`src/rtl/demux1hot_buf.sv`:
```
// Steers one word to a one-hot-selected lane, each backed by a 2-entry FIFO; 1-cycle latency.
// Backpressure: in_ready drops only when the selected lane is full; bad selects are always accepted and dropped.

module demux1hot_fifo2 #(
  parameter int WIDTH = 3
) (
  input  logic             clk,
  input  logic             reset,
  input  logic             push,
  input  logic [WIDTH-1:0] push_dat,
  input  logic             pop,
  output logic             vld,
  output logic             full,
  output logic [WIDTH-1:0] dat
);
  logic [WIDTH-1:0] mem [2];
  logic             wr_ptr;
  logic             rd_ptr;
  logic [1:0]       cnt;
  logic             do_push;
  logic             do_pop;

  // Gate locally so a stray request can never corrupt the count.
  assign do_push = push && !full;
  assign do_pop  = pop && vld;

  always_ff @(posedge clk or negedge reset) begin
    if (!reset) begin
      mem[0] <= '0;
      mem[1] <= '0;
      wr_ptr <= 1'b0;
      rd_ptr <= 1'b0;
      cnt    <= 2'd0;
    end else begin
      if (do_push) begin
        mem[wr_ptr] <= push_dat;
        wr_ptr      <= ~wr_ptr;
      end
      if (do_pop) begin
        rd_ptr <= ~rd_ptr;
      end
      cnt <= cnt + {1'b0, do_push} - {1'b0, do_pop};
    end
  end

  assign vld  = (cnt != 2'd0);
  assign full = (cnt == 2'd2);
  assign dat  = vld ? mem[rd_ptr] : '0;
endmodule

module demux1hot_buf #(
  parameter int WIDTH   = 3,
  parameter int OUTPUTS = 3,
  parameter int CNT_W   = 8
) (
  input  logic                       clk,
  input  logic                       reset,
  input  logic                       in_valid,
  output logic                       in_ready,
  input  logic [WIDTH-1:0]           in_data,
  input  logic [OUTPUTS-1:0]         in_sel,
  output logic [OUTPUTS-1:0]         out_valid,
  input  logic [OUTPUTS-1:0]         out_ready,
  output logic [OUTPUTS*WIDTH-1:0]   out_data,
  output logic                       sel_err,
  output logic [CNT_W-1:0]           err_count
);
  logic               onehot;
  logic               accept;
  logic [OUTPUTS-1:0] full;
  logic [OUTPUTS-1:0] push;

  assign onehot   = (in_sel != '0) && ((in_sel & (in_sel - OUTPUTS'(1))) == '0);
  // With a one-hot select, masking by full isolates the chosen lane.
  assign in_ready = onehot ? ((in_sel & full) == '0) : 1'b1;
  assign accept   = in_valid && in_ready;
  assign push     = (accept && onehot) ? in_sel : '0;

  for (genvar i = 0; i < OUTPUTS; i++) begin : g_lane
    demux1hot_fifo2 #(.WIDTH(WIDTH)) u_fifo (
      .clk      (clk),
      .reset    (reset),
      .push     (push[i]),
      .push_dat (in_data),
      .pop      (out_ready[i]),
      .vld      (out_valid[i]),
      .full     (full[i]),
      .dat      (out_data[i*WIDTH +: WIDTH])
    );
  end

  always_ff @(posedge clk or negedge reset) begin
    if (!reset) begin
      sel_err   <= 1'b0;
      err_count <= '0;
    end else if (accept && !onehot) begin
      sel_err <= 1'b1;
      if (err_count != '1) begin
        err_count <= err_count + CNT_W'(1);
      end
    end
  end
endmodule

```
`config.mk`:
```
export PLATFORM = sky130hd
export DESIGN_NAME = demux1hot_buf
export DESIGN_NICKNAME = d
export VERILOG_FILES = /design/src/rtl/demux1hot_buf.sv
export SDC_FILE = /design/constraint.sdc
export NUM_CORES = 1
export LEC_CHECK = 0
export CAP_MARGIN = 25
export CELL_PAD_IN_SITES_DETAIL_PLACEMENT = 1
export CELL_PAD_IN_SITES_GLOBAL_PLACEMENT = 1
export CORE_ASPECT_RATIO = 1.25
export CORE_MARGIN = 8
export CORE_UTILIZATION = 45
export DETAILED_ROUTE_END_ITERATION = 10
export GPL_TIMING_DRIVEN = 0
export PLACE_DENSITY_LB_ADDON = 0.3
export SYNTH_ARGS = -nofsm -noshare
export SYNTH_HDL_FRONTEND = slang
export SYNTH_SLANG_ARGS = --single-unit
```
`constraint.sdc`:
```
create_clock -name clk -period 3.1 [get_ports clk]
set_input_delay 0.31 -clock clk [delete_from_list [all_inputs] [get_ports clk]]
set_output_delay 0.31 -clock clk [all_outputs]
set_load 0.02 [all_outputs]
```
# Word-level counts from Yosys, hierarchy flattened
# Index checks and enable logic that the tools add are counted.
# Widths: inputs -> output; s select.
dict set report op_classes {
  addsub 8
  n_lt_le_gt_ge 9
  n_eq_ne 4
  muxes 23
  bitwise 14
  reduce_logical 24
}
# op count
set ops {}
lappend ops {{$mux 3} 16}
lappend ops {{$bwmux 6} 3}
lappend ops {{$logic_and 1x1->1} 13}
lappend ops {{$ge 2x2->1 const B} 6}
lappend ops {{$not 1->2} 6}
lappend ops {{$demux 3 s1} 3}
lappend ops {{$add 8x1->8 const B} 1}
lappend ops {{$ne 8x8->1 const B} 1}
lappend ops {{$add 2x1->2} 3}
lappend ops {{$and 3x3->3} 2}
lappend ops {{$eq 2x2->1 const B} 3}
lappend ops {{$logic_not 3->1} 2}
lappend ops {{$lt 2x1->1 const B} 3}
lappend ops {{$not 1->1} 6}
lappend ops {{$reduce_bool 2->1} 3}
lappend ops {{$sub 2x1->2} 3}
lappend ops {{$logic_not 1->1} 4}
lappend ops {{$reduce_bool 3->1} 1}
lappend ops {{$sub 3x1->3 const B} 1}
lappend ops {{$reduce_and 2->1} 1}
lappend ops {{$mux 1} 1}
dict set report totals {
  register_bits 39
  input_bits 12
  output_inout_bits 22
  elab_cells 99
}

# Logic depth before layout (Yosys ltp)
# Gate-level depths: netlist of run 1.
dict set report logic_depth {
  ltp_word 11
  mapped_depth 7
  ltp_nobuf 7
}

# Hierarchy
# A second synthesis of run 1 with hierarchy kept.
dict set report hier_totals {
  cells_unflattened 163
  hier_area_um2 2014.4
}
# mod instances cells_per_inst area_per_inst_um2 seq_area_each_um2
set by_module_without_submodules {}
lappend by_module_without_submodules {demux1hot_fifo2 3 38 498.0 250.2}
lappend by_module_without_submodules {demux1hot_buf 1 49 520.5 225.2}

# Worst setup path before layout of run 1
# No wires, ideal clock.
dict set report synth_path {
  path_type {register to register}
  startpoint {reg err_count[0]}
  endpoint {reg err_count[1]}
  setup_time_ns 0.128
  arrival_ns 1.490
  t_required_ns 2.972
  path_slack_ns 1.483
  stages_incl_launch_ff 5
  n_path_buf 0
  period_less_slack_ns 1.617
  cell_sequence {dfrtp_1 ha_1 and3_1 a21boi_2 mux2_1}
}
dict set report synth_between {
  elab_chain_cells 2
  word_cells_on_any_way 3
  classes_between {add/sub: 1; eq/ne: 1; reduce/logical: 1}
}
# element line_no
set synth_lines {}
lappend synth_lines {{from (decl)} 66} ;# output logic [CNT_W-1:0] err_count
lappend synth_lines {{from (signal assigned)} 99} ;# err_count <= err_count + CNT_W'(1);
lappend synth_lines {{branches (longest 2 deep; another with $add 8x1->8)} --}
# Parallel ways; which one is timed is not known.
# A chain may end at the register's enable or synchronous reset.

# Worst setup path after layout of run 1
dict set report layout_path {
  startpoint {in in_sel[1]}
  endpoint {out in_ready}
}
dict set report layout_between {
  elab_chain_cells 5
  word_cells_on_any_way 8
  classes_between {add/sub: 1; mux: 1; bitwise: 2; reduce/logical: 4}
}
# element line_no
set layout_lines {}
lappend layout_lines {{from (decl)} 61} ;# input logic [OUTPUTS-1:0] in_sel,
lappend layout_lines {{$sub 3x1->3} 73} ;# assign onehot = (in_sel != '0) && ((in_sel & (in_sel - OUTPUTS'(1))) == '0);
lappend layout_lines {{$and 3x3->3} 73}
lappend layout_lines {{$logic_not 3->1} 73}
lappend layout_lines {{$logic_and 1x1->1} 73}
lappend layout_lines {{$mux 1 (*)} 75} ;# assign in_ready = onehot ? ((in_sel & full) == '0) : 1'b1;
lappend layout_lines {{to (decl)} 59} ;# output logic in_ready,
# Every way passes the cells marked *; elsewhere a longest branch is shown, timed or not.

==> flow_summary.ini, run 1 <==
[outcome]
outcome = completed

[synthesis]
synth_enable_flop_cells = 0
ys_seq_elements = 39
syn_area_um2 = 1990
ys_warn_count = 0
syn_nets = 189
yosysSeqAreaShare = 0.491
synthFlopType = dfrtp_1
syn_avg_cell_area_um2 = 11.7
async_flop_share = 1.00
synthCells = 170
yosysUniqueCellTypes = 34

[placed_design]
place_hpwl_um = 3520
gp_congestion = 0.777
io_buffer_count = 33
post_dp_cell_area_um2 = 2380

[clock_network]
numCtsBuffers = 5
path_clk_slew_ns = 0.08
h-tree-depth = 2
cts-root-buf = clkbuf_8
tritoncts = yes
worstSkewPairLatency_ns = 0.30
post_cts_buffers = 0
cts_buffer_depth = 2
clock_sinks = 39
hold_buffers = 0
cts_resized = 0

[sta]
final.setup_skew_ns = 0.0110
finalCriticalPeriod_ns = 2.52
rsz0062_at_grt = false
fmax_mhz = 397
finalSetupTns_ns = 0
final-setup-viol-count = 0
slew_headroom = 0.432
report.final.slew_viol_count = 0
hold_viol = 0
worstMarginPinSlew_ns = 0.852
post-route-period-util = 0.812

[drt]
drc = 0
detail_route.iter0.violations = 17
drtAntennaViolNets = 0
routed_wl_um = 4510
routed-via-count = 1382
firstDrtPassIters = 3
wl_per_cell_um = 16.8
via_per_inst = 5.14

[setup_path]
start_kind = input pin
crit_chain = clkdlybuf4s50_1, and2b_4, a32oi_1, nor2_1, a31oi_1, clkdlybuf4s50_1
crit_slowest_cell = clkdlybuf4s50_1
critPathRequiredTime_ns = 2.79
critPathArrivalTime_ns = 2.21
cpPeakStageDelay_ns = 0.64
critical_path_class = input pin to output pin
cp_num_buf_inv = 2
cp_top_family = buffers and inverters
critical_path.max_fanout = 4
cp-end-kind = output pin
crit_top_cell = clkdlybuf4s50_1

[final_layout]
final_common_cell = dfrtp_1
nets = 229
fin_area_um2 = 2520
final_cell_mix = dfrtp_1, clkdlybuf4s50_1, mux2_1
area_delta_synth_final_pct = 26.9
diodes = 0
drive_gt1_frac = 0.104
fillCellCount = 491

[grt]
antenna_found_initial = 0
grt_first_pass_wirelength_um = 7750
grt_usage = 0.147
first_global_vias = 1596
overflow = 0
grt_max_degree = 40

[flow_run]
drv_cap = 0

[pwr]
leakage_nw = 1.15
power_density_nw_per_um2 = 1060
ir_drop_v = 0.000552

[floorplan]
rows = 27
coreArea_um2 = 4320
initial_core_util = 0.459
die_h_um = 90.3
die_area_um2 = 6810
die_x_um = 75.4
io_pins = 34

[worst_hold_path]
min_path_type = input pin to async pin
[routing by layer]
metal | vias up | global-route usage | wire, um
met5 | - | 0 | 0
met4 | 0 | 0.0498 | 63
met3 | 5 | 0.0511 | 277
met2 | 27 | 0.253 | 2430
met1 | 698 | 0.158 | 1730
li1 | 652 | - | -
[report_power, final]
part           leakage, nW  internal (mW)  total [mW]  switching [mW]
sequential           0.471          0.752       0.958           0.206
combinational        0.613          0.598        1.21           0.607
clock               0.0644          0.321       0.505           0.184
total                 1.15           1.67        2.67           0.998
[cells by family (layout without fill, tap and decap cells)]
| group | Yosys count | after routing | synth area share |
|---|---|---|---|
| multiplexers | 30 | 30 | 0.166 |
| adder cells (fa/ha/maj) | 7 | 7 | 0.0441 |
| buffers and inverters | 19 | 60 | 0.0453 |
| flip-flops | 39 | 39 | 0.491 |
| AND/OR/NAND/NOR | 49 | 49 | 0.142 |
| XOR/XNOR | 14 | 14 | 0.0617 |
| AO/OA/AOI/OAI | 12 | 12 | 0.0498 |
[final timing paths]
check                                   startpoint                 endpoint  slack (ns)  depth (start not counted)
max                                      in_sel[1]                 in_ready        0.58                          6
min                                          reset  g_lane[1].u_fifo.rd_ptr        0.11                          1
max reg2reg                g_lane[0].u_fifo.cnt[1]  g_lane[0].u_fifo.cnt[1]        1.33                          7
min reg2reg                g_lane[1].u_fifo.mem[3]  g_lane[1].u_fifo.mem[3]        0.49                          1
max in group asynchronous                    reset  g_lane[2].u_fifo.cnt[0]        2.44                          1
min in group clk           g_lane[1].u_fifo.mem[3]  g_lane[1].u_fifo.mem[3]        0.49                          1
[worst register-to-register path: cells and delay by family (launching register included)]
family	cells	cell delay [ns]
fa+ha+maj	2	0.47
buf+inv	1	0.04
simple gates	2	0.42
flops	1	0.42
xor+xnor	2	0.34
[area by class of cell]
type	count	area, um^2	share of cell area
inverters	12	45.0	0.0179
clock buffers	5	68.8	0.0273
repair buffers	33	325	0.129
well taps	58	72.6	0.0288
multi-input cells	112	921	0.365
clock inverters	3	67.6	0.0268
flip-flops and latches	39	976	0.387
plain buffers	7	45.0	0.0179
[cells in the mapped netlist, types with 2 or more instances]
cell type / count / area share
nand4_1: 3 / 0.0094
dfrtp_1: 39 / 0.49
inv_2: 2 / 0.0038
nor2_1: 18 / 0.034
nand3_1: 4 / 0.010
ha_1: 7 / 0.044
nand2b_1: 3 / 0.0094
clkbuf_1: 3 / 0.0057
mux2i_1: 10 / 0.050
a21oi_1: 5 / 0.013
nand2_1: 4 / 0.0076
xor2_1: 5 / 0.022
a31oi_1: 3 / 0.0094
nor2b_1: 7 / 0.022
buf_4: 3 / 0.011
inv_1: 10 / 0.019
mux2_1: 19 / 0.11
xnor2_1: 9 / 0.040
[registers in the layout (all words and copies together) (netlist names)]
| name | cells |
|---|---|
| sel_err | 1 |
| g_lane.u_fifo.mem | 18 |
| err_count | 8 |
| g_lane.u_fifo.wr_ptr | 3 |
| g_lane.u_fifo.cnt | 6 |
| g_lane.u_fifo.rd_ptr | 3 |
[per-stage QoR]
step	std cells	setup slack [ns]	utilization	power, mW	hold WS (ns)
2_1_floorplan	170	1.48	-	1.66	0.0144
3_3_place_gp	261	0.630	0.553	2.09	0.450
3_5_place_dp	261	0.607	0.552	2.19	0.473
4_1_cts	269	0.550	0.583	2.71	0.144
5_1_grt	269	0.464	0.583	2.85	0.179
6_report	269	0.582	0.583	2.67	0.106
(Power assumes the default switching activity.)
==> run 2, diff against run 1 <==
--- a/config.mk
+++ b/config.mk
@@ -10,7 +10,7 @@
 export CELL_PAD_IN_SITES_GLOBAL_PLACEMENT = 1
 export CORE_ASPECT_RATIO = 1.25
 export CORE_MARGIN = 8
-export CORE_UTILIZATION = 45
+export CORE_UTILIZATION = 37
 export DETAILED_ROUTE_END_ITERATION = 10
 export GPL_TIMING_DRIVEN = 0
 export PLACE_DENSITY_LB_ADDON = 0.3
==> constraint.sdc (replaced) <==
create_clock -name clk -period 2.1 [get_ports clk]
set_input_delay 0.21 -clock clk [delete_from_list [all_inputs] [get_ports clk]]
set_output_delay 0.21 -clock clk [all_outputs]
set_load 0.02 [all_outputs]
==> run 2 against run 1 <==
Clock power up 28%. First-iteration DRC count rose to 2.6 times the previous value. Die area up 17%. Global-route usage decreased by 2.7 points. Cell count up 2.2%. Total power is 43% higher. Setup slack worse by 0.54 ns. Largest cell class unchanged. Non-clock buffer count unchanged. Clock-buffer cell count grew 1.
==> flow_summary.ini, run 2 (synthesis gave the netlist of run 1 again) <==
[outcome]
outcome = completed

[sta]
fmax_mhz = 486
hold_viol = 0
report.final.slew_viol_count = 0
worstMarginPinSlew_ns = 0.886
rsz0062_at_grt = false
final.setup_skew_ns = 0.00361
worst_slack_ns = 0.0403
finalCriticalPeriod_ns = 2.06
post-route-period-util = 0.981
final-setup-viol-count = 0
finalSetupTns_ns = 0
slew_headroom = 0.409

[placed_design]
post_dp_cell_area_um2 = 2390
dp.cells = 267
post-place-ws_ns = -0.248
place_hpwl_um = 3480
io_buffer_count = 33
gp_congestion = 0.782

[setup_path]
crit_chain = clkdlybuf4s50_1, and2b_4, a32oi_1, nor2_1, a31oi_1, clkdlybuf4s15_1
critPathRequiredTime_ns = 1.89
critical_path.max_fanout = 4
cp-end-kind = output pin
start_kind = input pin
cpPeakStageDelay_ns = 0.57
cp_top_family = buffers and inverters
critPathArrivalTime_ns = 1.85
crit_slowest_cell = clkdlybuf4s50_1
critical_path_class = input pin to output pin
cp_num_buf_inv = 2

[floorplan]
initial_core_util = 0.375
die_h_um = 97.9
die_x_um = 81.5
io_pins = 34
rows = 30
coreArea_um2 = 5290
die_area_um2 = 7990

[grt]
first_global_vias = 1608
gr-max-usage-layer = met2
grt_max_degree = 40
grt_usage = 0.120
overflow = 0
antenna_found_initial = 0
grt_first_pass_wirelength_um = 7650
use_met3 = 0.0368
use_met2 = 0.207
met1_usage = 0.137

[worst_hold_path]
min_path_type = input pin to async pin

[final_layout]
top_register = g_lane.u_fifo.mem
ff_latch_area_um2 = 976
diodes = 0
final_cell_mix = dfrtp_1, clkdlybuf4s50_1, mux2_1
reg.largest.list = g_lane.u_fifo.mem x18, err_count x8, g_lane.u_fifo.cnt x6
fin_cells = 275
fillCellCount = 578
nets = 229
multiInputGateArea_um2 = 921
final_util = 0.474
largest_reg_flops = 18
area_delta_synth_final_pct = 26.3
fin_area_um2 = 2510
drive_gt1_frac = 0.104
final_common_cell = dfrtp_1

[pwr]
ir_drop_v = 0.000819
leakage_nw = 1.15
power_density_nw_per_um2 = 1520

[clock_network]
worstSkewPairLatency_ns = 0.29
h-tree-depth = 2
path_clk_slew_ns = 0.07
cts_buffer_depth = 2
hold_buffers = 0
tritoncts = yes
numCtsBuffers = 5
post_cts_buffers = 0
cts-root-buf = clkbuf_8
clock_sinks = 39

[drt]
drtAntennaViolNets = 0
firstDrtPassIters = 4
detail_route.iter0.violations = 44
routed_wl_um = 4470
via_per_inst = 5.05
wl_per_cell_um = 16.3
routed-via-count = 1389
drc = 0

[flow_run]
drv_cap = 0
[run 2: power by group]
part	total [mW]	leakage [nW]	internal [mW]	switching (mW)
Combinational	1.77	0.613	0.882	0.884
Sequential	1.41	0.471	1.11	0.298
Clock	0.648	0.0612	0.384	0.263
Total	3.82	1.15	2.38	1.45
[run 2: per-layer routing]
| layer | up-vias | wire, um |
|---|---|---|
| li1 | 657 | - |
| met5 | - | 0 |
| met3 | 4 | 209 |
| met1 | 700 | 1900 |
| met2 | 28 | 2330 |
| met4 | 0 | 40 |
[run 2: stage by stage]
step	hold slack, ns	power (mW)
2_1_floorplan	-0.0856	2.46
3_3_place_gp	0.450	3.11
3_5_place_dp	0.384	3.23
4_1_cts	0.0722	3.89
5_1_grt	0.100	4.11
6_report	0.0431	3.82
[run 2: worst paths after layout]
check | slack [ns] | start | endpoint | cells past startpoint
worst max-delay path | 0.04 | in_sel[1] | in_ready | 6
worst min-delay path | 0.04 | reset | g_lane[1].u_fifo.mem[3] | 1
worst max register to register | 0.26 | g_lane[0].u_fifo.cnt[1] | g_lane[0].u_fifo.cnt[1] | 7
worst min register to register | 0.49 | sel_err | sel_err | 1
max in group asynchronous | 1.51 | reset | err_count[1] | 1
min in group clk | 0.49 | sel_err | sel_err | 1
[run 2: timing repair]
item | 4_1_cts | 5_1_grt
pin swaps | 0 | 0
endpoints found under the setup margin | 1 | 1
gates resized for setup | 1 | 1
[run 2: area by class of cell]
class | instances | area share
clock inverter | 2 | 0.0140
timing repair buffer | 33 | 0.130
clock buffer | 6 | 0.0329
sequential | 39 | 0.389
multi-input combinational | 112 | 0.367
inverter | 12 | 0.0179
buffer | 7 | 0.0179
tap | 64 | 0.0319
[run 2: worst register-to-register path, delay by kind of cell (launching register included)]
family	cells	cell delay (ns)
flip-flops	1	0.43
XOR/XNOR	2	0.38
AND/OR/NAND/NOR	2	0.45
adder cells (fa/ha/maj)	2	0.48
buffers and inverters	1	0.04
==> run 3, diff against run 2 <==
--- a/config.mk
+++ b/config.mk
@@ -9,7 +9,6 @@
 export CELL_PAD_IN_SITES_DETAIL_PLACEMENT = 1
 export CELL_PAD_IN_SITES_GLOBAL_PLACEMENT = 1
 export CORE_ASPECT_RATIO = 1.25
-export CORE_MARGIN = 8
 export CORE_UTILIZATION = 37
 export DETAILED_ROUTE_END_ITERATION = 10
 export GPL_TIMING_DRIVEN = 0
==> run 3 against run 2 <==
Maximum frequency up 4.1%. Total power down 4.6%. Setup slack better by 0.081 ns. Sequential power about the same. Clock-buffer cell count unchanged. Worst hold slack worse by 0.012 ns. Register-to-register slack better by 0.04 ns. Clock skew down 0.0016 ns. Routed wire length down 6.8%. Sequential cell count unchanged.
==> flow_summary.ini, run 3 (synthesis gave the netlist of run 1 again) <==
[placed_design]
post-place-ws_ns = -0.169
place_hpwl_um = 3180
io_buffer_count = 33
gp_congestion = 0.708
post_dp_cell_area_um2 = 2390

[setup_path]
critPathRequiredTime_ns = 1.89
r2r_slack_ns = 0.30
cpPeakStageDelay_ns = 0.57
crit_chain = clkdlybuf4s50_1, and2b_4, a32oi_1, nor2_1, a31oi_1, dlygate4sd2_1
critical_path.max_fanout = 4
critical_path_class = input pin to output pin
critPathArrivalTime_ns = 1.77
start_kind = input pin
cp_top_family = buffers and inverters
crit_slowest_cell = clkdlybuf4s50_1
cp_num_buf_inv = 2
cp-end-kind = output pin

[floorplan]
die_x_um = 67.5
io_pins = 34
die_h_um = 83.9
coreArea_um2 = 5120
die_area_um2 = 5670
initial_core_util = 0.388
rows = 29

[sta]
report.final.slew_viol_count = 0
slew_headroom = 0.417
worst_slack_ns = 0.121
final-setup-viol-count = 0
worstMarginPinSlew_ns = 0.874
post-route-period-util = 0.942
hold_viol = 0
rsz0062_at_grt = false
final.setup_skew_ns = 0.00197
fmax_mhz = 505
finalCriticalPeriod_ns = 1.98

[drt]
drtAntennaViolNets = 0
routed-via-count = 1362
via_per_inst = 5.01
firstDrtPassIters = 4
wl_per_cell_um = 15.3
detail_route.iter0.violations = 17
routed_wl_um = 4170
drc = 0

[clock_network]
cts_buffer_depth = 2
path_clk_slew_ns = 0.07
h-tree-depth = 2
worstSkewPairLatency_ns = 0.29
clock_sinks = 39
numCtsBuffers = 5
hold_buffers = 0
tritoncts = yes
cts-root-buf = clkbuf_8

[final_layout]
area_delta_synth_final_pct = 24.3
top_register = g_lane.u_fifo.mem
drive_gt1_frac = 0.100
final_util = 0.483
largest_reg_flops = 18
nets = 228
fin_area_um2 = 2470
fillCellCount = 555
final_cell_mix = dfrtp_1, clkdlybuf4s50_1, mux2_1
final_common_cell = dfrtp_1
diodes = 0
reg.largest.list = g_lane.u_fifo.mem x18, err_count x8, g_lane.u_fifo.cnt x6

[pwr]
power_density_nw_per_um2 = 1480
total_power_mw = 3.65
leakage_nw = 1.12
ir_drop_v = 0.000688

[grt]
overflow = 0
antenna_found_initial = 0
first_global_vias = 1557
grt_first_pass_wirelength_um = 7220
grt_usage = 0.171
grt_max_degree = 40

[flow_run]
drv_cap = 0

[outcome]
outcome = completed

[worst_hold_path]
min_path_type = input pin to async pin
[run 3: cell count changes in the layout (fill, tap and decap cells not counted), sizes merged]
cell and change:
clkbuf -1, clkdlybuf4s15 -1, bufinv -1, clkinvlp +1, dlygate4sd2 +1
[run 3: layout make-up]
cell class / count / area (um^2) / share of cell area
sequential: 39 / 976 / 0.395
multi-input combinational: 112 / 921 / 0.373
timing repair buffer: 33 / 324 / 0.131
tap: 62 / 77.6 / 0.0314
clock buffer: 6 / 72.6 / 0.0294
inverter: 12 / 45.0 / 0.0182
buffer: 6 / 41.3 / 0.0167
clock inverter: 2 / 12.5 / 0.00507
[run 3: repair_timing]
action / CTS / global route
endpoints found under the hold margin: 0 / 0
setup endpoints to repair: 1 / 2
setup buffers: 0 / 0
resized for setup: 1 / 0
gates cloned: 0 / 0
[run 3: per-layer routing]
layer / vias up / global-route usage / part of all wire
met5: - / 0 / 0
met4: 0 / 0.0638 / 0.016
met3: 6 / 0.0437 / 0.036
met2: 27 / 0.304 / 0.55
met1: 684 / 0.186 / 0.40
li1: 645 / - / -
[run 3: worst paths after layout]
check                                               end                     from  depth (start not counted)
worst max-delay path                           in_ready                in_sel[1]                          6
worst min-delay path            g_lane[2].u_fifo.mem[2]                    reset                          1
worst max register to register  g_lane[0].u_fifo.cnt[1]  g_lane[0].u_fifo.cnt[1]                          7
worst min register to register                  sel_err                  sel_err                          1
max in group asynchronous                  err_count[1]                    reset                          1
min in group clk                                sel_err                  sel_err                          1
[run 3: metrics by stage]
stage	hold slack [ns]	std cells	TNS (ns)
detailed placement	0.377	265	-0.169
CTS	0.0489	273	0
finish	0.0311	272	0
global placement	0.451	265	-4.26
floorplan	-0.0856	170	0
global route	0.0835	272	0
[run 3: where the power goes]
group | internal [mW] | leakage [nW] | switching (mW) | total [mW]
combinational | 0.878 | 0.610 | 0.849 | 1.73
sequential | 1.11 | 0.471 | 0.314 | 1.42
clock | 0.232 | 0.0412 | 0.261 | 0.493
total | 2.22 | 1.12 | 1.42 | 3.65
